===== config.mk =====
export PLATFORM = sky130hd
export DESIGN_NAME = btn_debounce_onepulse_flat
export DESIGN_NICKNAME = d
export VERILOG_FILES = /design/src/rtl/btn_debounce_onepulse_if.sv /design/src/rtl/btn_debounce_onepulse.sv /design/src/flat_wrapper.sv
export SDC_FILE = /design/constraint.sdc
export NUM_CORES = 1
export LEC_CHECK = 0
export CORE_MARGIN = 2
export CORE_UTILIZATION = 45
export CTS_BUF_LIST = sky130_fd_sc_hd__clkbuf_16
export DETAILED_ROUTE_END_ITERATION = 6
export DONT_BUFFER_PORTS = 1
export PLACE_DENSITY = 0.66
export REMOVE_ABC_BUFFERS = 1
export SETUP_SLACK_MARGIN = 0.02
export SLEW_MARGIN = 20
export SYNTH_ARGS = -nofsm -noshare
export SYNTH_HDL_FRONTEND = slang
export SYNTH_SLANG_ARGS = --single-unit

===== constraint.sdc =====
create_clock -name clk -period 1.85 [get_ports clk]
set_clock_uncertainty 0.2 [all_clocks]
set_input_delay 0.2775 -clock clk [delete_from_list [all_inputs] [get_ports clk]]
set_output_delay 0.2775 -clock clk [all_outputs]
set_load 0.005 [all_outputs]

===== src/rtl/btn_debounce_onepulse_if.sv =====
// Button conditioner signal bundle.
//   btn_in        : raw push-button level, asynchronous to the clock, may bounce
//   level_out     : debounced button level
//   press_pulse   : one-cycle pulse per accepted press and per auto-repeat
//   release_pulse : one-cycle pulse per accepted release
// master drives btn_in and observes the results; slave is the conditioner itself.
interface btn_debounce_onepulse_if;
  logic btn_in;
  logic level_out;
  logic press_pulse;
  logic release_pulse;

  modport master (
    output btn_in,
    input  level_out,
    input  press_pulse,
    input  release_pulse
  );

  modport slave (
    input  btn_in,
    output level_out,
    output press_pulse,
    output release_pulse
  );
endinterface


===== src/rtl/btn_debounce_onepulse.sv =====
// Push-button conditioner: two-flop synchronizer, stability qualification of presses and
// releases, registered one-cycle press/release pulses, debounced level and optional
// auto-repeat while the button is held.
//   clk : single clock, all state updates on its rising edge
//   rst : synchronous active-high reset, clears every flop
//   bus : slave side of btn_debounce_onepulse_if (btn_in in; level_out, press_pulse,
//         release_pulse out, all registered)
module btn_debounce_onepulse #(
  parameter int unsigned STABLE_CNT    = 4,
  parameter int unsigned REPEAT_EN     = 1,
  parameter int unsigned REPEAT_DELAY  = 20,
  parameter int unsigned REPEAT_PERIOD = 8
) (
  input  logic                     clk,
  input  logic                     rst,
  btn_debounce_onepulse_if.slave   bus
);

  localparam int unsigned StabW   = $clog2(STABLE_CNT + 1);
  localparam int unsigned HoldMax = REPEAT_DELAY + REPEAT_PERIOD;
  localparam int unsigned HoldW   = $clog2(HoldMax + 1);

  localparam logic [StabW-1:0] StabLast   = StabW'(STABLE_CNT - 1);
  localparam logic [StabW-1:0] StabOne    = StabW'(1);
  localparam logic [HoldW-1:0] HoldFirst  = HoldW'(REPEAT_DELAY - 1);
  localparam logic [HoldW-1:0] HoldLast   = HoldW'(HoldMax - 1);
  localparam logic [HoldW-1:0] HoldReload = HoldW'(REPEAT_DELAY);
  localparam logic [HoldW-1:0] HoldSat    = HoldW'(HoldMax);

  typedef enum logic [1:0] {
    StReleased,
    StPressChk,
    StPressed,
    StReleaseChk
  } state_e;

  state_e           state_q, state_d;
  logic             s1_q, sync_q;
  logic [StabW-1:0] stab_q, stab_d;
  logic [HoldW-1:0] hold_q, hold_d;
  logic             level_q, level_d;
  logic             press_q, press_d;
  logic             release_q, release_d;

  // Advance of the hold counter by one PRESSED cycle and whether a repeat falls due.
  // After a repeat the counter reloads to REPEAT_DELAY, so every later repeat is exactly
  // REPEAT_PERIOD counted cycles after the previous one.
  logic [HoldW-1:0] hold_inc;
  logic             rep_hit;

  always_comb begin
    hold_inc = hold_q;
    rep_hit  = 1'b0;
    if (REPEAT_EN != 0) begin
      if (hold_q == HoldFirst || hold_q == HoldLast) begin
        rep_hit  = 1'b1;
        hold_inc = HoldReload;
      end else begin
        hold_inc = hold_q + 1'b1;
      end
    end else if (hold_q != HoldSat) begin
      hold_inc = hold_q + 1'b1;
    end
  end

  // State and output registers.
  always_ff @(posedge clk) begin
    if (rst) begin
      s1_q      <= 1'b0;
      sync_q    <= 1'b0;
      state_q   <= StReleased;
      stab_q    <= '0;
      hold_q    <= '0;
      level_q   <= 1'b0;
      press_q   <= 1'b0;
      release_q <= 1'b0;
    end else begin
      s1_q      <= bus.btn_in;
      sync_q    <= s1_q;
      state_q   <= state_d;
      stab_q    <= stab_d;
      hold_q    <= hold_d;
      level_q   <= level_d;
      press_q   <= press_d;
      release_q <= release_d;
    end
  end

  // Next state and counters.
  always_comb begin
    state_d = state_q;
    stab_d  = stab_q;
    hold_d  = hold_q;
    unique case (state_q)
      StReleased: begin
        if (sync_q) begin
          state_d = StPressChk;
          stab_d  = StabOne;
        end
      end
      StPressChk: begin
        if (!sync_q) begin
          state_d = StReleased;
          stab_d  = '0;
        end else if (stab_q == StabLast) begin
          state_d = StPressed;
          stab_d  = '0;
          hold_d  = '0;
        end else begin
          stab_d = stab_q + 1'b1;
        end
      end
      StPressed: begin
        if (!sync_q) begin
          state_d = StReleaseChk;
          stab_d  = StabOne;
        end else begin
          hold_d = hold_inc;
        end
      end
      StReleaseChk: begin
        if (sync_q) begin
          // The PRESSED cycle that preceded the glitch was not counted on the exit edge;
          // count it here so the repeat schedule slips by the RELEASE_CHK cycles only.
          state_d = StPressed;
          stab_d  = '0;
          hold_d  = hold_inc;
        end else if (stab_q == StabLast) begin
          state_d = StReleased;
          stab_d  = '0;
        end else begin
          stab_d = stab_q + 1'b1;
        end
      end
      default: begin
        state_d = StReleased;
        stab_d  = '0;
        hold_d  = '0;
      end
    endcase
  end

  // Registered outputs, computed alongside the transition that causes them.
  always_comb begin
    press_d   = 1'b0;
    release_d = 1'b0;
    level_d   = level_q;
    unique case (state_q)
      StPressChk: begin
        if (sync_q && stab_q == StabLast) begin
          press_d = 1'b1;
          level_d = 1'b1;
        end
      end
      StPressed: begin
        press_d = sync_q & rep_hit;
      end
      StReleaseChk: begin
        if (sync_q) begin
          press_d = rep_hit;
        end else if (stab_q == StabLast) begin
          release_d = 1'b1;
          level_d   = 1'b0;
        end
      end
      default: begin
        press_d   = 1'b0;
        release_d = 1'b0;
      end
    endcase
  end

  assign bus.level_out     = level_q;
  assign bus.press_pulse   = press_q;
  assign bus.release_pulse = release_q;

endmodule


===== src/flat_wrapper.sv =====
// flat-port wrapper written by rule: the top's interface ports become plain ports
module btn_debounce_onepulse_flat 
#(
  parameter int unsigned STABLE_CNT    = 4,
  parameter int unsigned REPEAT_EN     = 1,
  parameter int unsigned REPEAT_DELAY  = 20,
  parameter int unsigned REPEAT_PERIOD = 8
)
  (clk, rst, bus_btn_in, bus_level_out, bus_press_pulse, bus_release_pulse);
  btn_debounce_onepulse_if bus_i ();
  input  logic clk;
  input  logic rst;
  input wire logic [$bits(bus_i.btn_in)-1:0] bus_btn_in;
  output wire logic [$bits(bus_i.level_out)-1:0] bus_level_out;
  output wire logic [$bits(bus_i.press_pulse)-1:0] bus_press_pulse;
  output wire logic [$bits(bus_i.release_pulse)-1:0] bus_release_pulse;
  assign bus_i.btn_in = bus_btn_in;
  assign bus_level_out = bus_i.level_out;
  assign bus_press_pulse = bus_i.press_pulse;
  assign bus_release_pulse = bus_i.release_pulse;
  btn_debounce_onepulse #(.STABLE_CNT(STABLE_CNT), .REPEAT_EN(REPEAT_EN), .REPEAT_DELAY(REPEAT_DELAY), .REPEAT_PERIOD(REPEAT_PERIOD)) u_core (.clk(clk), .rst(rst), .bus(bus_i));
endmodule

==> results of run 1 <==
metal layers:
layer,track usage [%],routed length [um],up-vias,share of wire [%]
li1,-,-,266,-
met1,17.90,595,261,45
met2,24.41,650,12,49
met3,7.500,73,0,5.5
met4,7.273,0,0,0
met5,0,0,-,0
logic make-up after synthesis:
group                      Yosys count  share of synthesized area (%)
xor gates and xnor gates             1                          2.285
adders and majority gates            2                          3.514
muxes                                3                          4.394
buffers and inverters                5                          4.041
AOI/OAI and AO/OA                   15                          13.01
and+or+nand+nor                     30                          30.58
DFF                                 15                          42.18
what timing repair did:
| action | CTS | global route |
|---|---|---|
| endpoints found under the hold margin | 12 | 0 |
| hold buffers | 2 | 0 |
| setup buffers | 0 | 0 |
sequential cells by signal, summed over array words and instances (netlist names), named ones only:
register,count
u_core.sync_q,1
u_core.hold_q,5
u_core.s1_q,1
u_core.stab_q,3
u_core.bus.level_out,1
u_core.bus.release_pulse,1
u_core.state_q,1
u_core.bus.press_pulse,1
cell usage in the layout (no fill, tap or decap), types with 2 or more instances in the layout:
master,n
dfxtp_1,15
nor3b_1,2
nor2_1,3
clkbuf_16,3
dlygate4sd3_1,2
and3b_1,2
o21ai_0,4
nor2b_1,4
a21oi_1,5
nand3_1,6
ha_1,2
mux2i_1,2
worst min-delay path by stage:
| stage | startpoint | to | slack (ps) |
|---|---|---|---|
| after global placement | rst | u_core.stab_q[1]$_SDFFE_PP0P_ | 140 |
| final | rst | u_core.hold_q[2]$_SDFFE_PP0P_ | 20 |
| after floorplan | rst | u_core.stab_q[1]$_SDFFE_PP0P_ | 140 |
| after global routing | rst | u_core.hold_q[2]$_SDFFE_PP0P_ | 40 |
| after CTS | rst | u_core.hold_q[2]$_SDFFE_PP0P_ | 20 |
| after detailed placement | rst | u_core.stab_q[1]$_SDFFE_PP0P_ | 140 |
final cells by class:
type | count | area (um2) | share of cell area [%]
multi-input cells | 51 | 382.9 | 47.44
clock inverters | 1 | 5.005 | 0.6202
inverters | 1 | 3.754 | 0.4651
flip-flops and latches | 15 | 300.3 | 37.21
repair buffers | 2 | 20.02 | 2.481
well taps | 16 | 20.02 | 2.481
clock buffers | 3 | 75.07 | 9.302
through the flow:
stage,area [um2],power [mW]
3_5_place_dp,706.9,0.3573
2_1_floorplan,686.9,0.3542
6_report,807.0,0.7734
5_1_grt,807.0,0.7962
4_1_cts,807.0,0.7888
3_3_place_gp,706.9,0.3568
power breakdown:
part,switching (mW),internal [mW],leakage [nW]
clock,0.127,0.288,0.0409
combinational,0.0106,0.0110,0.164
sequential,0.00726,0.330,0.122
total,0.144,0.629,0.327
critical path: cells and delay by family, from the launching register on:
family                    cells  cell delay [ps]
xor gates and xnor gates      1              270
DFF                           1              620
muxes                         1              360
and+or+nand+nor               1              140
==> impl_metrics.toml, run 1 <==
[status]
outcome = "finished, final reports clean"

[synth]
synth_edf_count = 0
synthesis.area_um2 = 711.9
syn_area_per_cell_um2 = 10.03
netlist_top_cells_count = "dfxtp_1 (15), nand3_1 (6), a21oi_1 (5), nor2b_1 (4), o21ai_0 (4)"
ys_ff_latch = 15
synth_area_leaders = "dfxtp_1 (42%), nand3_1 (4.2%), a21oi_1 (3.5%)"
synthCells = 71
synth_ff_type = "dfxtp_1"
ys_types = 35
synth_top_area_share_pct = 42.18
async_flop_share_pct = 0
yosysWarnings = 0
ys_seq_area_share_pct = 42.18
synth_top_cell_by_area = "dfxtp_1"
yosys.cell_count.top_type = "dfxtp_1"

[cts]
clk_latency_ps = 240
h-tree-depth = 1
cts_made_buffers = 3
cts_num_sinks = 15
clk_path_buf_depth = 2
cts_resized = 0
cts.clk_slew.worst_paths_ps = 50
root_buffer = "clkbuf_16"
cts_tree = "built"

[final_layout]
num-nets-final = 79
drive_gt1_share_pct = 12.33
syn_to_final_growth_pct = 13.36
utilization_pct = 54.20
finalNonFillerCells = 89
fillCellCount = 127
diodes = 0

[sta]
period_share_pct = 89.25
worst_slew_pin_slew_ps = 504.2
layout_setup_ws_ps = 198.8
fmaxAchievable_mhz = 605.6
drv_slew = 0
rsz0062_at_grt = "false"
setup_viol = 0
fin_tns_setup_ps = 0
whs_ps = 21.76
relSlewSlack_pct = 66.27
min_period_ps = 1651
hold_violations = 0

[detailed_routing]
vias_per_cell = 6.056
initialDrtViolationCount = 8
wl_per_cell_um = 14.82
routed_wl_um = 1319
drc = 0
first_pass_iters = 4
ant_nets = 0
route.vias.total = 539

[critical_path]
worstRegToRegCells = 3
regToRegSetupSlack_ps = 200
crit_type = "reg2reg"
worstPathCellList = "xor2_2 -> mux2_1 -> nor3b_2"
rr_endpoint = "u_core.stab_q[2]$_SDFFE_PP0P_"
cp.required_ps = 1820
crit_path_end = "u_core.stab_q[2]$_SDFFE_PP0P_"
cpMaxStageDelayCell = "dfxtp_1"
path_max_fanout = 12
start_kind = "flip-flop"
arrival_ps = 1630
slowest_delay_ps = 620
end_kind = "flip-flop"

[die]
dieArea_mm2 = 0.001916
pin_count = 6
start_util_pct = 47.82
fp.coreArea_mm2 = 0.001489
die_h_um = 43.78
rows = 14
dieWidth_um = 43.78

[min_path]
hold_depth = 3
hp-class = "in2reg"

[global_routing]
grt_antenna_before_repair = 0
grt_pass1_wl_um = 2166
grt_util_all_layers_pct = 15.63
grt_pass1_vias = 508
grt_start_max_net_pins = 13
gr-total-overflow = 0

[placed_design]
gp_congestion = 0.7908
post-place-cells = 83
dp_hpwl_um = 787.1
io_buffers = 0
place_ws_ps = 216.3

[power]
ir_drop_uv = 580.8
powerDensity_mw_per_mm2 = 958.4
p_leak_nw = 0.3269

[job]
max_cap_violations = 0
Note: power is estimated with default switching activity, not from simulation.
==> inputs of run 2 (changes only) <==
CTS_BUF_LIST = sky130_fd_sc_hd__clkbuf_4   (was sky130_fd_sc_hd__clkbuf_16)
GPL_ROUTABILITY_DRIVEN = 0   (was not set)
==> impl_metrics.toml, run 2 (synthesized netlist as in run 1, its figures left out) <==
[status]
outcome = "finished, final reports clean"

[final_layout]
regMostFlops = "u_core.hold_q"
fillCellCount = 133
drive_gt1_share_pct = 12.33
syn_to_final_growth_pct = 5.975
diodes = 0
utilization_pct = 50.67
largest_reg_flops = 5
finalNonFillerCells = 89
biggestRegsByFlops = "u_core.hold_q: 5 flops, u_core.stab_q: 3 flops"
layout_commonest_cell = "dfxtp_1"
layout_common_cells = "dfxtp_1 (15), nand3_1 (6), a21oi_1 (5), nor2b_1 (4), o21ai_0 (4)"
num-nets-final = 79

[sta]
rsz0062_at_grt = "false"
whs_ps = 125.2
relSlewSlack_pct = 59.32
worst_slew_pin_slew_ps = 608.2
drv_slew = 0
setup_viol = 0
period_share_pct = 89.54
fmaxAchievable_mhz = 603.7
min_period_ps = 1656
fin_tns_setup_ps = 0
layout_setup_ws_ps = 193.6
hold_violations = 0

[global_routing]
grt_pass1_vias = 487
busiest_layer = "met2"
met2_usage_pct = 22.06
gr-total-overflow = 0
grt_pass1_wl_um = 2125
grt_start_max_net_pins = 17
grt_antenna_before_repair = 0
met3_usage_pct = 6.250
use_met1_pct = 20.20
grt_util_all_layers_pct = 15.20

[cts]
cts-hold-fix-buffers = 2
h-tree-depth = 1
cts_tree = "built"
cts_made_buffers = 3
cts_num_sinks = 15
cts_resized = 0
postCtsSetupBuffers = 0
cts.clk_slew.worst_paths_ps = 90
clk_latency_ps = 280
root_buffer = "clkbuf_4"
clk_path_buf_depth = 2

[die]
pin_count = 6
rows = 14
fp.coreArea_mm2 = 0.001489
dieArea_mm2 = 0.001916
start_util_pct = 47.82
die_h_um = 43.78
dieWidth_um = 43.78

[placed_design]
place_ws_ps = 216.3
dp_hpwl_um = 787.1
io_buffers = 0
post-place-cells = 83

[detailed_routing]
ant_nets = 0
wl_per_cell_um = 14.34
vias_per_cell = 5.854
first_pass_iters = 4
route.vias.total = 521
drc = 0
routed_wl_um = 1276
initialDrtViolationCount = 2

[critical_path]
end_kind = "flip-flop"
cp.required_ps = 1870
start_kind = "flip-flop"
arrival_ps = 1680
crit_type = "reg2reg"
path_max_fanout = 12

[power]
p_leak_nw = 0.3038
swShare_pct = 23.46
p_comb_share_pct = 4.1
ir_drop_uv = 423.2
pwr-share-clk_pct = 34.7
power.switching_mw = 0.1286
powerDensity_mw_per_mm2 = 726.9
p_seq_share_pct = 61.2
internal_power_mw = 0.4198

[min_path]
hp-class = "in2reg"

[job]
max_cap_violations = 0
[run 2: metal layers]
layer,vias up,wire length (um)
met3,0,48
met1,250,670
met2,11,556
met4,0,0
met5,-,0
li1,260,-
[run 2: stage by stage]
| stage | cell area [um2] | power, mW |
|---|---|---|
| floorplan | 686.9 | 0.3542 |
| CTS | 754.5 | 0.5535 |
| detailed placement | 706.9 | 0.3573 |
| global placement | 706.9 | 0.3568 |
| finish | 754.5 | 0.5484 |
| global route | 754.5 | 0.5701 |
[run 2: power by group through the flow]
| stage | clock, mW | sequential [mW] | combinational [mW] |
|---|---|---|---|
| floorplan | 0 | 0.342 | 0.0125 |
| global placement | 0 | 0.343 | 0.0135 |
| detailed placement | 0 | 0.343 | 0.0140 |
| CTS | 0.195 | 0.336 | 0.0226 |
| global route | 0.207 | 0.337 | 0.0257 |
| finish | 0.190 | 0.336 | 0.0223 |
[run 2: worst max-delay path, stage by stage, from the launching register on]
cell and delay, ps:
dfxtp_1 630, xor2_2 270, mux2_1 360, nor3b_2 140
[run 2: worst paths after layout]
check | startpoint | to | slack (ps) | cells after the start
max | flip-flop | u_core.stab_q[2]$_SDFFE_PP0P_ | 190 | 3
min | rst | u_core.hold_q[3]$_SDFFE_PP0P_ | 130 | 2
max reg2reg | flip-flop | u_core.stab_q[2]$_SDFFE_PP0P_ | 190 | 3
min reg2reg | u_core.s1_q$_SDFF_PP0_ | u_core.sync_q$_SDFF_PP0_ | 250 | 1
[run 2: layout make-up]
class,count,area [um2],area share [%]
Clock buffer,3,22.52,2.985
Clock inverter,1,5.005,0.6633
Inverter,1,3.754,0.4975
Multi-Input combinational cell,51,382.9,50.75
Sequential cell,15,300.3,39.80
Tap cell,16,20.02,2.653
Timing Repair Buffer,2,20.02,2.653
==> inputs of run 3 (changes only) <==
CAP_MARGIN = 15   (was not set)
CORE_AREA = 2 2 39 41   (was not set)
CORE_MARGIN = not set   (was 2)
CORE_UTILIZATION = not set   (was 45)
DIE_AREA = 0 0 41 43   (was not set)
PLACE_DENSITY = 0.75   (was 0.66)
==> impl_metrics.toml, run 3 (synthesized netlist as in run 1, its figures left out) <==
[die]
die_h_um = 43
pin_count = 6
fp.coreArea_mm2 = 0.001384
start_util_pct = 51.45
rows = 14
dieArea_mm2 = 0.001763
dieWidth_um = 41

[detailed_routing]
first_pass_iters = 2
wl_per_cell_um = 12.93
initialDrtViolationCount = 9
vias_per_cell = 5.764
routed_wl_um = 1151
ant_nets = 0
drc = 0
route.vias.total = 513

[placed_design]
dp_hpwl_um = 767.9
io_buffers = 0

[power]
powerDensity_mw_per_mm2 = 732.4
p_leak_nw = 0.3045
ir_drop_uv = 405.2

[cts]
postCtsSetupBuffers = 0
h-tree-depth = 1
cts_num_sinks = 15
clk_latency_ps = 270
root_buffer = "clkbuf_4"
cts.clk_slew.worst_paths_ps = 90
cts_made_buffers = 3
cts_tree = "built"
clk_path_buf_depth = 2

[global_routing]
met2_usage_pct = 21.88
use_met1_pct = 25.58
busiest_layer = "met1"
met3_usage_pct = 4.712
grt_pass1_wl_um = 2097
grt_pass1_vias = 484
grt_antenna_before_repair = 0
grt_util_all_layers_pct = 17.34
gr-total-overflow = 0
grt_start_max_net_pins = 17

[critical_path]
regToRegSetupSlack_ps = 190
worstRegToRegCells = 3
rr_endpoint = "u_core.stab_q[2]$_SDFFE_PP0P_"
start_kind = "flip-flop"
path_max_fanout = 12
arrival_ps = 1660
end_kind = "flip-flop"
cp.required_ps = 1860
crit_type = "reg2reg"

[sta]
relSlewSlack_pct = 60.12
period_share_pct = 89.53
min_period_ps = 1656
fin_tns_setup_ps = 0
setup_viol = 0
whs_ps = 120.7
drv_slew = 0
worst_slew_pin_slew_ps = 596.3
hold_violations = 0
rsz0062_at_grt = "false"
fmaxAchievable_mhz = 603.7

[final_layout]
regMostFlops = "u_core.hold_q"
num-nets-final = 79
syn_to_final_growth_pct = 6.327
drive_gt1_share_pct = 12.33
layout_commonest_cell = "dfxtp_1"
biggestRegsByFlops = "u_core.hold_q: 5 flops, u_core.stab_q: 3 flops"
layout_common_cells = "dfxtp_1 (15), nand3_1 (6), a21oi_1 (5)"
diodes = 0
largest_reg_flops = 5

[min_path]
hp-class = "in2reg"
hold_depth = 2
hp-start = "rst"
min_to = "u_core.hold_q[3]$_SDFFE_PP0P_"

[job]
max_cap_violations = 0

[status]
outcome = "finished, final reports clean"
==> run 3: metal layers <==
metal | up-vias | wire [um]
li1 | 261 | -
met1 | 246 | 558
met2 | 4 | 536
met3 | 2 | 47
met4 | 0 | 9
met5 | - | 0
==> run 3: how the worst max path moves through the flow <==
| stage | start | to | slack [ps] | cells past startpoint |
|---|---|---|---|---|
| after global routing | flip-flop | u_core.stab_q[2]$_SDFFE_PP0P_ | 100 | 3 |
| after detailed placement | flip-flop | u_core.stab_q[2]$_SDFFE_PP0P_ | 230 | 3 |
| after floorplan | u_core.hold_q[0]$_SDFFE_PP0P_ | u_core.hold_q[3]$_SDFFE_PP0P_ | 350 | 4 |
| final | flip-flop | u_core.stab_q[2]$_SDFFE_PP0P_ | 190 | 3 |
| after global placement | flip-flop | u_core.stab_q[2]$_SDFFE_PP0P_ | 230 | 3 |
| after CTS | flip-flop | u_core.stab_q[2]$_SDFFE_PP0P_ | 190 | 3 |
==> run 3: timing repair <==
item	in CTS	in global routing
hold buffers	2	0
gates resized for setup	0	0
endpoints found under the hold margin	14	0
==> run 3: final cells by class <==
type | count | area (um2)
Timing Repair Buffer | 2 | 20.02
Clock buffer | 4 | 30.03
Inverter | 1 | 3.754
Multi-Input combinational cell | 51 | 382.9
Fill cell | 134 | 626.9
Tap cell | 16 | 20.02
Sequential cell | 15 | 300.3
==> run 3: worst max-delay path: stages, from the launching register on <==
cell,delay (ps)
dfxtp_1,610
xor2_2,270
mux2_1,360
nor3b_2,140
==> run 3: stage by stage <==
step	utilization, %	power (mW)	setup WS [ps]	std cells	cell area (um2)
2_1_floorplan	-	0.3542	353.0	67	686.9
3_3_place_gp	51.09	0.3566	233.3	83	706.9
3_5_place_dp	51.09	0.3573	228.7	83	706.9
4_1_cts	54.70	0.5606	191.8	89	757.0
5_1_grt	54.70	0.5791	103.9	89	757.0
6_report	54.70	0.5544	193.6	89	757.0
==> run 3: power by group <==
part | internal, mW | leakage (nW) | total, mW | switching, mW
combinational | 0.0109 | 0.164 | 0.0223 | 0.0114
sequential | 0.329 | 0.122 | 0.336 | 0.00711
clock | 0.0981 | 0.0184 | 0.196 | 0.0983
total | 0.438 | 0.304 | 0.554 | 0.117
